--- config.mk ---
export PLATFORM = sky130hd
export DESIGN_NAME = alu_arbiter
export DESIGN_NICKNAME = d
export VERILOG_FILES = /design/src/rtl/alu_arbiter_pkg.sv /design/src/rtl/alu_arbiter_alu.sv /design/src/rtl/alu_arbiter.sv
export SDC_FILE = /design/constraint.sdc
export NUM_CORES = 1
export LEC_CHECK = 0
export BUFFER_PORTS_ARGS = -buffer_cell sky130_fd_sc_hd__buf_2
export CAP_MARGIN = 25
export CORE_ASPECT_RATIO = 0.7
export CORE_UTILIZATION = 53
export DETAILED_ROUTE_END_ITERATION = 7
export PLACE_DENSITY = 0.78
export REMOVE_ABC_BUFFERS = 1
export SYNTH_ARGS = -nofsm -noshare
export SYNTH_HDL_FRONTEND = slang
export SYNTH_SLANG_ARGS = --single-unit
--- constraint.sdc ---
create_clock -name clk -period 4.9 [get_ports clk]
set_clock_uncertainty 0.1 [all_clocks]
set_input_delay 0.49 -clock clk [delete_from_list [all_inputs] [get_ports clk]]
set_output_delay 0.49 -clock clk [all_outputs]
set_load 0.03 [all_outputs]
--- src/rtl/alu_arbiter_pkg.sv ---
// Shared constants for the ALU arbiter: datapath width, ALU operation codes
// and a helper that recognises operation codes the ALU does not implement.
package alu_arbiter_pkg;
  localparam int XLEN    = 32;
  localparam int FUNCT_W = 4;

  localparam logic [3:0] ALU_ADD = 4'b0000;
  localparam logic [3:0] ALU_SUB = 4'b1000;
  localparam logic [3:0] ALU_SLL = 4'b0001;
  localparam logic [3:0] ALU_XOR = 4'b0100;
  localparam logic [3:0] ALU_SRL = 4'b0101;
  localparam logic [3:0] ALU_SRA = 4'b1101;
  localparam logic [3:0] ALU_OR  = 4'b0110;
  localparam logic [3:0] ALU_AND = 4'b0111;

  // x010 and x011 have no ALU operation behind them
  function automatic logic alu_unsupported(input logic [3:0] funct);
    return funct[2:1] == 2'b01;
  endfunction
endpackage

--- src/rtl/alu_arbiter_alu.sv ---
// Combinational ALU; funct is {funct7[5], funct3}, shifts use in2[4:0] only.
module alu_arbiter_alu #(
  parameter int XLEN    = 32,
  parameter int FUNCT_W = 4
) (
  input  logic [XLEN-1:0]    in1_i,
  input  logic [XLEN-1:0]    in2_i,
  input  logic [FUNCT_W-1:0] funct_i,
  output logic [XLEN-1:0]    result_o
);
  import alu_arbiter_pkg::*;

  logic [4:0] shamt;
  assign shamt = in2_i[4:0];

  always_comb begin
    result_o = '0;
    case (funct_i[2:0])
      ALU_ADD[2:0]: result_o = (funct_i == ALU_SUB) ? in1_i - in2_i : in1_i + in2_i;
      ALU_SLL[2:0]: result_o = in1_i << shamt;
      ALU_XOR[2:0]: result_o = in1_i ^ in2_i;
      ALU_SRL[2:0]: result_o = (funct_i == ALU_SRA) ? $unsigned($signed(in1_i) >>> shamt)
                                                   : in1_i >> shamt;
      ALU_OR[2:0]:  result_o = in1_i | in2_i;
      ALU_AND[2:0]: result_o = in1_i & in2_i;
      default:      result_o = '0;
    endcase
  end
endmodule

--- src/rtl/alu_arbiter.sv ---
// Two-port round-robin arbiter in front of one shared ALU, with a one-entry
// response buffer tagged by requester id.
module alu_arbiter #(
  parameter int XLEN    = 32,
  parameter int FUNCT_W = 4
) (
  input  logic               clk,
  input  logic               rst_n,
  input  logic               flush,
  input  logic               req0_valid,
  output logic               req0_ready,
  input  logic [XLEN-1:0]    req0_in1,
  input  logic [XLEN-1:0]    req0_in2,
  input  logic [FUNCT_W-1:0] req0_funct,
  input  logic               req1_valid,
  output logic               req1_ready,
  input  logic [XLEN-1:0]    req1_in1,
  input  logic [XLEN-1:0]    req1_in2,
  input  logic [FUNCT_W-1:0] req1_funct,
  output logic               rsp_valid,
  input  logic               rsp_ready,
  output logic               rsp_id,
  output logic [XLEN-1:0]    rsp_data,
  output logic               rsp_err
);
  import alu_arbiter_pkg::*;

  logic              rsp_valid_q, rsp_valid_d;
  logic              rsp_id_q, rsp_id_d;
  logic              rsp_err_q, rsp_err_d;
  logic              last_grant_q, last_grant_d;
  logic [XLEN-1:0]   rsp_data_q, rsp_data_d;

  logic              free, grant0, grant1, accept, op_err;
  logic [XLEN-1:0]   alu_in1, alu_in2, alu_result;
  logic [FUNCT_W-1:0] alu_funct;

  // Grant is decided from the valids alone; the buffer state only gates ready.
  always_comb begin
    free       = !rsp_valid_q || rsp_ready;
    grant1     = req1_valid && (!req0_valid || !last_grant_q);
    grant0     = req0_valid && !grant1;
    req0_ready = free && grant0 && !flush;
    req1_ready = free && grant1 && !flush;
    accept     = (req0_valid && req0_ready) || (req1_valid && req1_ready);
  end

  assign alu_in1   = grant1 ? req1_in1   : req0_in1;
  assign alu_in2   = grant1 ? req1_in2   : req0_in2;
  assign alu_funct = grant1 ? req1_funct : req0_funct;
  assign op_err    = alu_unsupported(alu_funct);

  alu_arbiter_alu #(
    .XLEN    (XLEN),
    .FUNCT_W (FUNCT_W)
  ) u_alu (
    .in1_i    (alu_in1),
    .in2_i    (alu_in2),
    .funct_i  (alu_funct),
    .result_o (alu_result)
  );

  always_comb begin
    rsp_valid_d  = rsp_valid_q;
    rsp_id_d     = rsp_id_q;
    rsp_err_d    = rsp_err_q;
    rsp_data_d   = rsp_data_q;
    last_grant_d = last_grant_q;
    if (flush) begin
      rsp_valid_d = 1'b0;
      rsp_err_d   = 1'b0;
    end else if (accept) begin
      rsp_valid_d  = 1'b1;
      rsp_id_d     = grant1;
      rsp_err_d    = op_err;
      // Unsupported codes never let the ALU result through
      rsp_data_d   = op_err ? '0 : alu_result;
      last_grant_d = grant1;
    end else if (rsp_valid_q && rsp_ready) begin
      rsp_valid_d = 1'b0;
    end
  end

  always_ff @(posedge clk or negedge rst_n) begin
    if (!rst_n) begin
      rsp_valid_q  <= 1'b0;
      rsp_id_q     <= 1'b0;
      rsp_err_q    <= 1'b0;
      rsp_data_q   <= '0;
      last_grant_q <= 1'b1;
    end else begin
      rsp_valid_q  <= rsp_valid_d;
      rsp_id_q     <= rsp_id_d;
      rsp_err_q    <= rsp_err_d;
      rsp_data_q   <= rsp_data_d;
      last_grant_q <= last_grant_d;
    end
  end

  assign rsp_valid = rsp_valid_q;
  assign rsp_id    = rsp_id_q;
  assign rsp_err   = rsp_err_q;
  assign rsp_data  = rsp_data_q;
endmodule

==> impl_metrics.csv, run 1 <==
group,metric,value,unit
cts,clkLatencyLatePin,0.30,ns
global_route,grt_pass1_wl,83.9,mm
synthesis,async_reset_ff_share,100,%
drt,drt_iter0_drc,2267,
flow_run,max_cap_viol_count,0,
final_layout,layout_common_cells,"291 x nand2_1, 198 x mux2i_1, 176 x buf_2",
critical_path,critical_path_arrival,4.78,ns
power,p_sw,2.05,mW
timing,final-hold-violation-count,0,
outcome,status,"complete, no violations",
critical_path,cp_num_buf_inv,2,
global_route,grt_max_degree,65,
final_layout,drive_gt1_share,21.7,%
final_layout,nFillCells,1983,
placement,io_buffers,178,
cts,clkTransAtPathRegs,0.07,ns
drt,drc_errors,0,
critical_path,rrSetupSlack,0.17,ns
worst_hold_path,worstHoldEndpoint,"rsp_err$_DFFE_PN0P_",
global_route,grt_usage,48.0,%
drt,vias,15100,
die,core-area,21900,sq um
power,pwr_density_cell,260,nW/um^2
placement,placed_cell_area,13900,sq um
timing,maxSlewHeadroom,35.1,%
critical_path,slowest_stage,"nor4_1",
critical_path,r2r_end,"rsp_data[20]$_DFFE_PN0P_",
die,die_h,128,um
critical_path,critPathCaptureType,"flop",
drt,ant_nets,0,
final_layout,area_delta_synth_final,18.3,%
cts,clk_path_buf_depth,2,
worst_hold_path,hold_depth,2,
worst_hold_path,hp-start,"flush",
global_route,gr-total-overflow,0,
timing,max_freq,212,MHz
synthesis,synth-edff-count,0,
die,dieArea,23200,sq um
power,p_leak,6.86,nW
cts,htreeDepth,2,
final_layout,stdcell_area,14200,sq um
die,ios,179,
drt,dr.pass1.iters,8,
placement,dp_worst_setup_slack,0.0397,ns
global_route,grt_pass1_vias,13600,
synthesis,ys_types,85,
timing,setup_viol,0,
placement,dpl.hpwl,46.4,mm
die,initial_core_util,54.6,%
timing,tightest_slew,0.973,ns
critical_path,slowest_delay,0.73,ns
drt,drt_wl_total,57.3,mm
drt,routedWlPerCell,25.5,um
placement,place_congestion,1.08,
drt,vias_per_cell,6.73,
synthesis,yosysSeqAreaShare,7.54,%
die,die_width,182,um
power,swShare,55.5,%
timing,layout_setup_ws,0.174,ns
critical_path,cp-start-kind,"flop",
worst_hold_path,hp-class,"in2reg",
timing,rsz0062_at_grt,"false",
synthesis,synth_flop_cell,"dfrtp_1",
final_layout,num_antenna_cells,0,
cts,cts_tree,"done",
synthesis,synth_warnings,0,
power,pwr-share-clk,9.4,%
synthesis,netlist_area,12000,sq um
cts,cts_made_buffers,5,
synthesis,postSynthCellCount,1730,
cts,cts_root_buf,"clkbuf_16",
critical_path,crit_family,"simple AND/OR/NAND/NOR gates",
final_layout,final_common_cell,"nand2_1",
critical_path,timing.critical_path.cells,"a21bo_4 > buf_4 > nor3_1 > a21oi_1 > nor2b_1 > nand2_1 > buf_4 > nand2_1 > xnor2_1 > ha_1 > o21ai_0 > a31oi_1 > o21a_1 > nor4_1 > or3b_2 > a41o_1 > mux2i_1 > a31oi_1",
timing,fin_crit,4.73,ns
critical_path,critPathKind,"reg2reg",
power,comb_power_share,79.3,%
global_route,antenna_found_initial,0,
timing,maxSlewViolCount,0,
critical_path,critPathMaxFanout,7,
timing,fin_crit_sh,96.5,%
power,p_int,1.64,mW
power,power_frac_seq,11.3,%
synthesis,yosys_register_bits,36,
critical_path,reg2reg_depth,18,
critical_path,r2r_start,"last_grant_q$_DFFE_PN1P_",
final_layout,nets,2200,
cts,clkSinkCount,36,
critical_path,worstPathRequired,4.96,ns
power,ir_drop,0.186,mV
synthesis,syn_area_per_cell,6.92,sq um
die,rows,45,
-- registers in the layout, indices dropped and copies added (netlist names) --
| name | flops |
|---|---|
| last_grant_q | 1 |
| rsp_err | 1 |
| rsp_data | 32 |
| rsp_valid | 1 |
| rsp_id | 1 |
-- worst reg2reg max path, delay by kind of cell, from the launching register on --
| family | cells | cell delay, ns |
|---|---|---|
| buf+inv | 2 | 0.40 |
| simple gates | 6 | 1.50 |
| compound gates | 7 | 1.28 |
| mux | 1 | 0.20 |
| flops | 1 | 0.62 |
| fa+ha+maj | 1 | 0.33 |
| xor+xnor | 1 | 0.15 |
-- cell type report --
cell class,instances,area (sq um),area share (%)
multi-input combinational,1501,10300,72.9
timing repair buffer,341,2160,15.3
sequential,36,902,6.37
tap,282,353,2.49
inverter,76,285,2.01
clock buffer,5,125,0.884
clock inverter,3,18.8,0.133
-- layer usage --
metal / wire (um) / track usage (%)
met1: 24300 / 67.9
met2: 22500 / 69.1
met3: 7560 / 11.1
met4: 2950 / 20.9
met5: 0 / 0
-- cells in the mapped netlist, types with 9 or more instances --
| master | instances | area share, % |
|---|---|---|
| ha_1 | 96 | 10 |
| nand2b_1 | 13 | 0.68 |
| a22o_1 | 9 | 0.66 |
| nor4_1 | 11 | 0.58 |
| mux2i_1 | 201 | 17 |
| o21ai_0 | 81 | 3.4 |
| dfrtp_1 | 35 | 7.3 |
| nor2b_1 | 22 | 1.2 |
| nor2_1 | 121 | 3.8 |
| clkbuf_1 | 43 | 1.3 |
| nand3_1 | 32 | 1.3 |
| inv_1 | 69 | 2.2 |
| and2_1 | 43 | 2.2 |
| xnor2_1 | 44 | 3.2 |
| a211oi_1 | 42 | 2.6 |
| a22oi_1 | 34 | 2.1 |
| buf_4 | 9 | 0.56 |
| o211ai_1 | 29 | 1.8 |
| nand2_1 | 291 | 9.1 |
| nor3_1 | 40 | 1.7 |
| o22ai_1 | 15 | 0.78 |
| o21ai_1 | 38 | 1.6 |
| a21o_1 | 10 | 0.63 |
| xor2_1 | 9 | 0.66 |
| a31oi_1 | 24 | 1.3 |
| a221oi_1 | 15 | 1.1 |
| buf_2 | 55 | 2.3 |
| a21oi_1 | 124 | 5.2 |
| mux2_2 | 32 | 3.0 |
-- how the worst max path moves through the flow --
stage,start,to,slack [ns],depth (start not counted)
finish,last_grant_q$_DFFE_PN1P_,rsp_data[20]$_DFFE_PN0P_,0.17,18
global route,last_grant_q$_DFFE_PN1P_,rsp_data[30]$_DFFE_PN0P_,0.005,18
CTS,last_grant_q$_DFFE_PN1P_,rsp_data[30]$_DFFE_PN0P_,0.13,19
detailed placement,req0_valid,rsp_data[30]$_DFFE_PN0P_,0.04,20
global placement,req0_valid,rsp_data[29]$_DFFE_PN0P_,0.18,20
floorplan,req1_valid,rsp_data[29]$_DFFE_PN0P_,-4.97,16
-- stage by stage --
stage | instances | hold slack, ns | utilization, % | TNS [ns] | power, mW
after floorplan | 1612 | 0.0944 | - | -143.59 | 2.09
after global placement | 2228 | 0.348 | 63.5 | 0 | 3.15
after CTS | 2236 | 0.283 | 64.2 | 0 | 3.54
after detailed placement | 2228 | 0.350 | 63.5 | 0 | 3.19
after global routing | 2244 | 0.302 | 64.6 | 0 | 3.86
final | 2244 | 0.286 | 64.6 | 0 | 3.69
-- repair_timing --
| item | CTS | global route |
|---|---|---|
| setup buffers | 0 | 5 |
| resized for setup | 0 | 7 |
| setup endpoints to repair | 0 | 8 |
| hold buffers | 0 | 1 |
| hold endpoints to repair | 0 | 1 |
-- cell families (layout without fill, tap and decap cells) --
family / after synthesis / after routing / share of synthesized area [%]
adders and majority gates: 97 / 97 / 10.2
buffers and inverters: 194 / 425 / 7.13
and+or+nand+nor: 608 / 608 / 22.6
xor gates and xnor gates: 54 / 54 / 4.02
AOI/OAI and AO/OA: 499 / 500 / 27.2
muxes: 242 / 242 / 21.3
DFF: 36 / 36 / 7.54
-- power groups by stage --
| stage | clock [mW] | sequential, mW | combinational, mW |
|---|---|---|---|
| 6_report | 0.345 | 0.416 | 2.92 |
| 5_1_grt | 0.354 | 0.421 | 3.08 |
| 4_1_cts | 0.338 | 0.412 | 2.79 |
| 3_5_place_dp | 0 | 0.416 | 2.77 |
| 3_3_place_gp | 0 | 0.414 | 2.74 |
| 2_1_floorplan | 0 | 0.521 | 1.57 |
Note: power is estimated with default switching activity, not from simulation.
==> inputs of run 2 (changes only) <==
Settings changed: CORE_MARGIN from default to 5.
Clock period 4.9 ns to 4.3 ns, I/O delays scaled along.
==> impl_metrics.csv, run 2 (synthesized netlist as in run 1, its figures left out) <==
group,metric,value,unit
power,p_leak,7.62,nW
placement,dp_worst_setup_slack,-0.579,ns
drt,dr.pass1.iters,8,
power,p_int,2.16,mW
timing,final-hold-violation-count,0,
cts,cts_made_buffers,5,
final_layout,largest_reg_flops,32,
placement,place_inst,2360,
placement,io_buffers,178,
critical_path,rrSetupSlack,-0.21,ns
placement,dpl.hpwl,48.5,mm
power,pwr-share-clk,8.7,%
critical_path,critPathMaxFanout,8,
die,initial_core_util,53.3,%
final_layout,final_common_cell,"buf_4",
die,dieArea,25700,sq um
die,rows,46,
drt,drt_iter0_drc,2221,
critical_path,cp-start-kind,"flop",
worst_hold_path,worstHoldEndpoint,"rsp_err$_DFFE_PN0P_",
critical_path,critPathCaptureType,"flop",
flow_run,max_cap_viol_count,0,
power,power_frac_seq,10.2,%
final_layout,nets,2344,
critical_path,worstPathRequired,4.37,ns
critical_path,slowest_stage,"dfstp_2",
final_layout,area_delta_synth_final,29.8,%
global_route,antenna_found_initial,1,
power,swShare,53.1,%
placement,place_congestion,1.11,
timing,layout_setup_ws,-0.213,ns
critical_path,timing.critical_path.cells,"a21bo_4 > mux2i_2 > inv_2 > a2111o_1 > nor3_4 > buf_4 > nor2_1 > xnor2_1 > ha_1 > and4_1 > and3_4 > a221o_1 > a31oi_4 > a21oi_4 > o311a_1 > o31a_1 > o21ai_1 > o311ai_1",
timing,maxSlewViolCount,0,
global_route,gr-total-overflow,0,
die,core-area,22400,sq um
critical_path,reg2reg_depth,18,
cts,clkLatencyLatePin,0.29,ns
die,ios,179,
timing,maxSlewHeadroom,36.3,%
outcome,violations,"design-rule violations, negative setup slack",
outcome,status,"finished with violations",
power,pwr_density_cell,297,nW/um^2
cts,clk_path_buf_depth,2,
critical_path,slowest_delay,0.53,ns
worst_hold_path,hp-start,"flush",
drt,vias_per_cell,6.66,
worst_hold_path,hold_depth,2,
critical_path,critical_path_arrival,4.58,ns
die,die_width,190,um
timing,fin_crit_sh,105,%
cts,htreeDepth,2,
cts,clkSinkCount,36,
worst_hold_path,hp-class,"in2reg",
global_route,grt_usage,44.4,%
final_layout,nFillCells,1913,
drt,routedWlPerCell,25.3,um
cts,cts_tree,"done",
timing,fin_crit,4.51,ns
critical_path,r2r_end,"rsp_data[30]$_DFFE_PN0P_",
timing,tightest_slew,0.951,ns
global_route,grt_pass1_wl,88.5,mm
final_layout,layoutNonFillerInstCount,2395,
final_layout,drive_gt1_share,28.5,%
power,p_sw,2.45,mW
timing,rsz0062_at_grt,"true",
cts,clkTransAtPathRegs,0.07,ns
critical_path,critPathKind,"reg2reg",
timing,max_freq,222,MHz
global_route,grt_max_degree,56,
cts,cts_root_buf,"clkbuf_16",
global_route,grt_pass1_vias,14900,
drt,vias,15900,
drt,ant_nets,0,
critical_path,r2r_start,"last_grant_q$_DFFE_PN1P_",
final_layout,layout_common_cells,"299 x buf_4, 288 x nand2_1, 196 x mux2i_1",
power,comb_power_share,81.1,%
drt,drt_wl_total,60.5,mm
drt,drc_errors,1,
power,ir_drop,0.187,mV
critical_path,crit_family,"compound AO/OA/AOI/OAI gates",
critical_path,cp_num_buf_inv,2,
die,die_h,136,um
timing,setup_viol,11,
[run 2: cell types whose count changed in the layout (fill, tap and decap cells not counted), moves of 3 or more]
cell / delta
a31oi_1: -4
a221oi_2: +3
buf_4: +138
a21oi_1: -7
o21ai_1: +4
buf_6: +3
a31oi_4: +4
nand2_1: -3
a21oi_2: +6
a221oi_1: -3
o21ai_0: -5
[run 2: worst max-delay path by stage]
stage	startpoint	end	slack, ns	depth (start not counted)
global route	last_grant_q$_DFFE_PN1P_	rsp_data[20]$_DFFE_PN0P_	-0.38	21
floorplan	req1_valid	rsp_data[29]$_DFFE_PN0P_	-5.51	16
CTS	last_grant_q$_DFFE_PN1P_	rsp_data[30]$_DFFE_PN0P_	-0.13	18
global placement	req1_in2[10]	rsp_data[30]$_DFFE_PN0P_	-0.46	19
finish	last_grant_q$_DFFE_PN1P_	rsp_data[30]$_DFFE_PN0P_	-0.21	18
detailed placement	req0_in2[10]	rsp_data[30]$_DFFE_PN0P_	-0.58	19
[run 2: power by group through the flow]
stage | Sequential, mW | Combinational [mW] | Clock (mW)
after floorplan | 0.594 | 1.79 | 0
after global placement | 0.470 | 3.33 | 0
after detailed placement | 0.470 | 3.39 | 0
after CTS | 0.466 | 3.50 | 0.396
after global routing | 0.474 | 3.93 | 0.415
final | 0.469 | 3.74 | 0.403
[run 2: metrics by stage]
step           setup TNS [ns]  util, %  total power [mW]  instance area (sq um)  hold WS, ns
4_1_cts                -0.371     68.0              4.36                  15300        0.233
2_1_floorplan         -162.91        -              2.38                  11400       0.0344
5_1_grt                 -3.04     69.2              4.82                  15500        0.251
3_3_place_gp            -3.25     66.3              3.80                  14900        0.349
3_5_place_dp            -5.32     66.3              3.86                  14900        0.367
6_report                -1.23     69.2              4.61                  15500        0.234
[run 2: final cells by class]
| class | count | area (sq um) | area share [%] |
|---|---|---|---|
| diodes | 1 | 2.50 | 0.0161 |
| clock buffers | 8 | 146 | 0.942 |
| inverters | 76 | 285 | 1.84 |
| multi-input cells | 1500 | 10500 | 67.8 |
| flip-flops and latches | 36 | 902 | 5.81 |
| well taps | 288 | 360 | 2.32 |
| repair buffers | 486 | 3300 | 21.2 |
[run 2: per-layer routing]
| metal | global-route usage [%] | part of all wire [%] |
|---|---|---|
| met5 | 0 | 0.099 |
| met1 | 61.3 | 40 |
| met4 | 18.0 | 5.2 |
| met3 | 10.6 | 13 |
| met2 | 66.7 | 41 |
[run 2: what timing repair did]
item | 4_1_cts | 5_1_grt
setup endpoints to repair | 14 | 23
gates resized for setup | 24 | 40
pin swaps | 23 | 19
endpoints found under the hold margin | 0 | 3
hold buffers | 0 | 1
setup buffers | 18 | 6
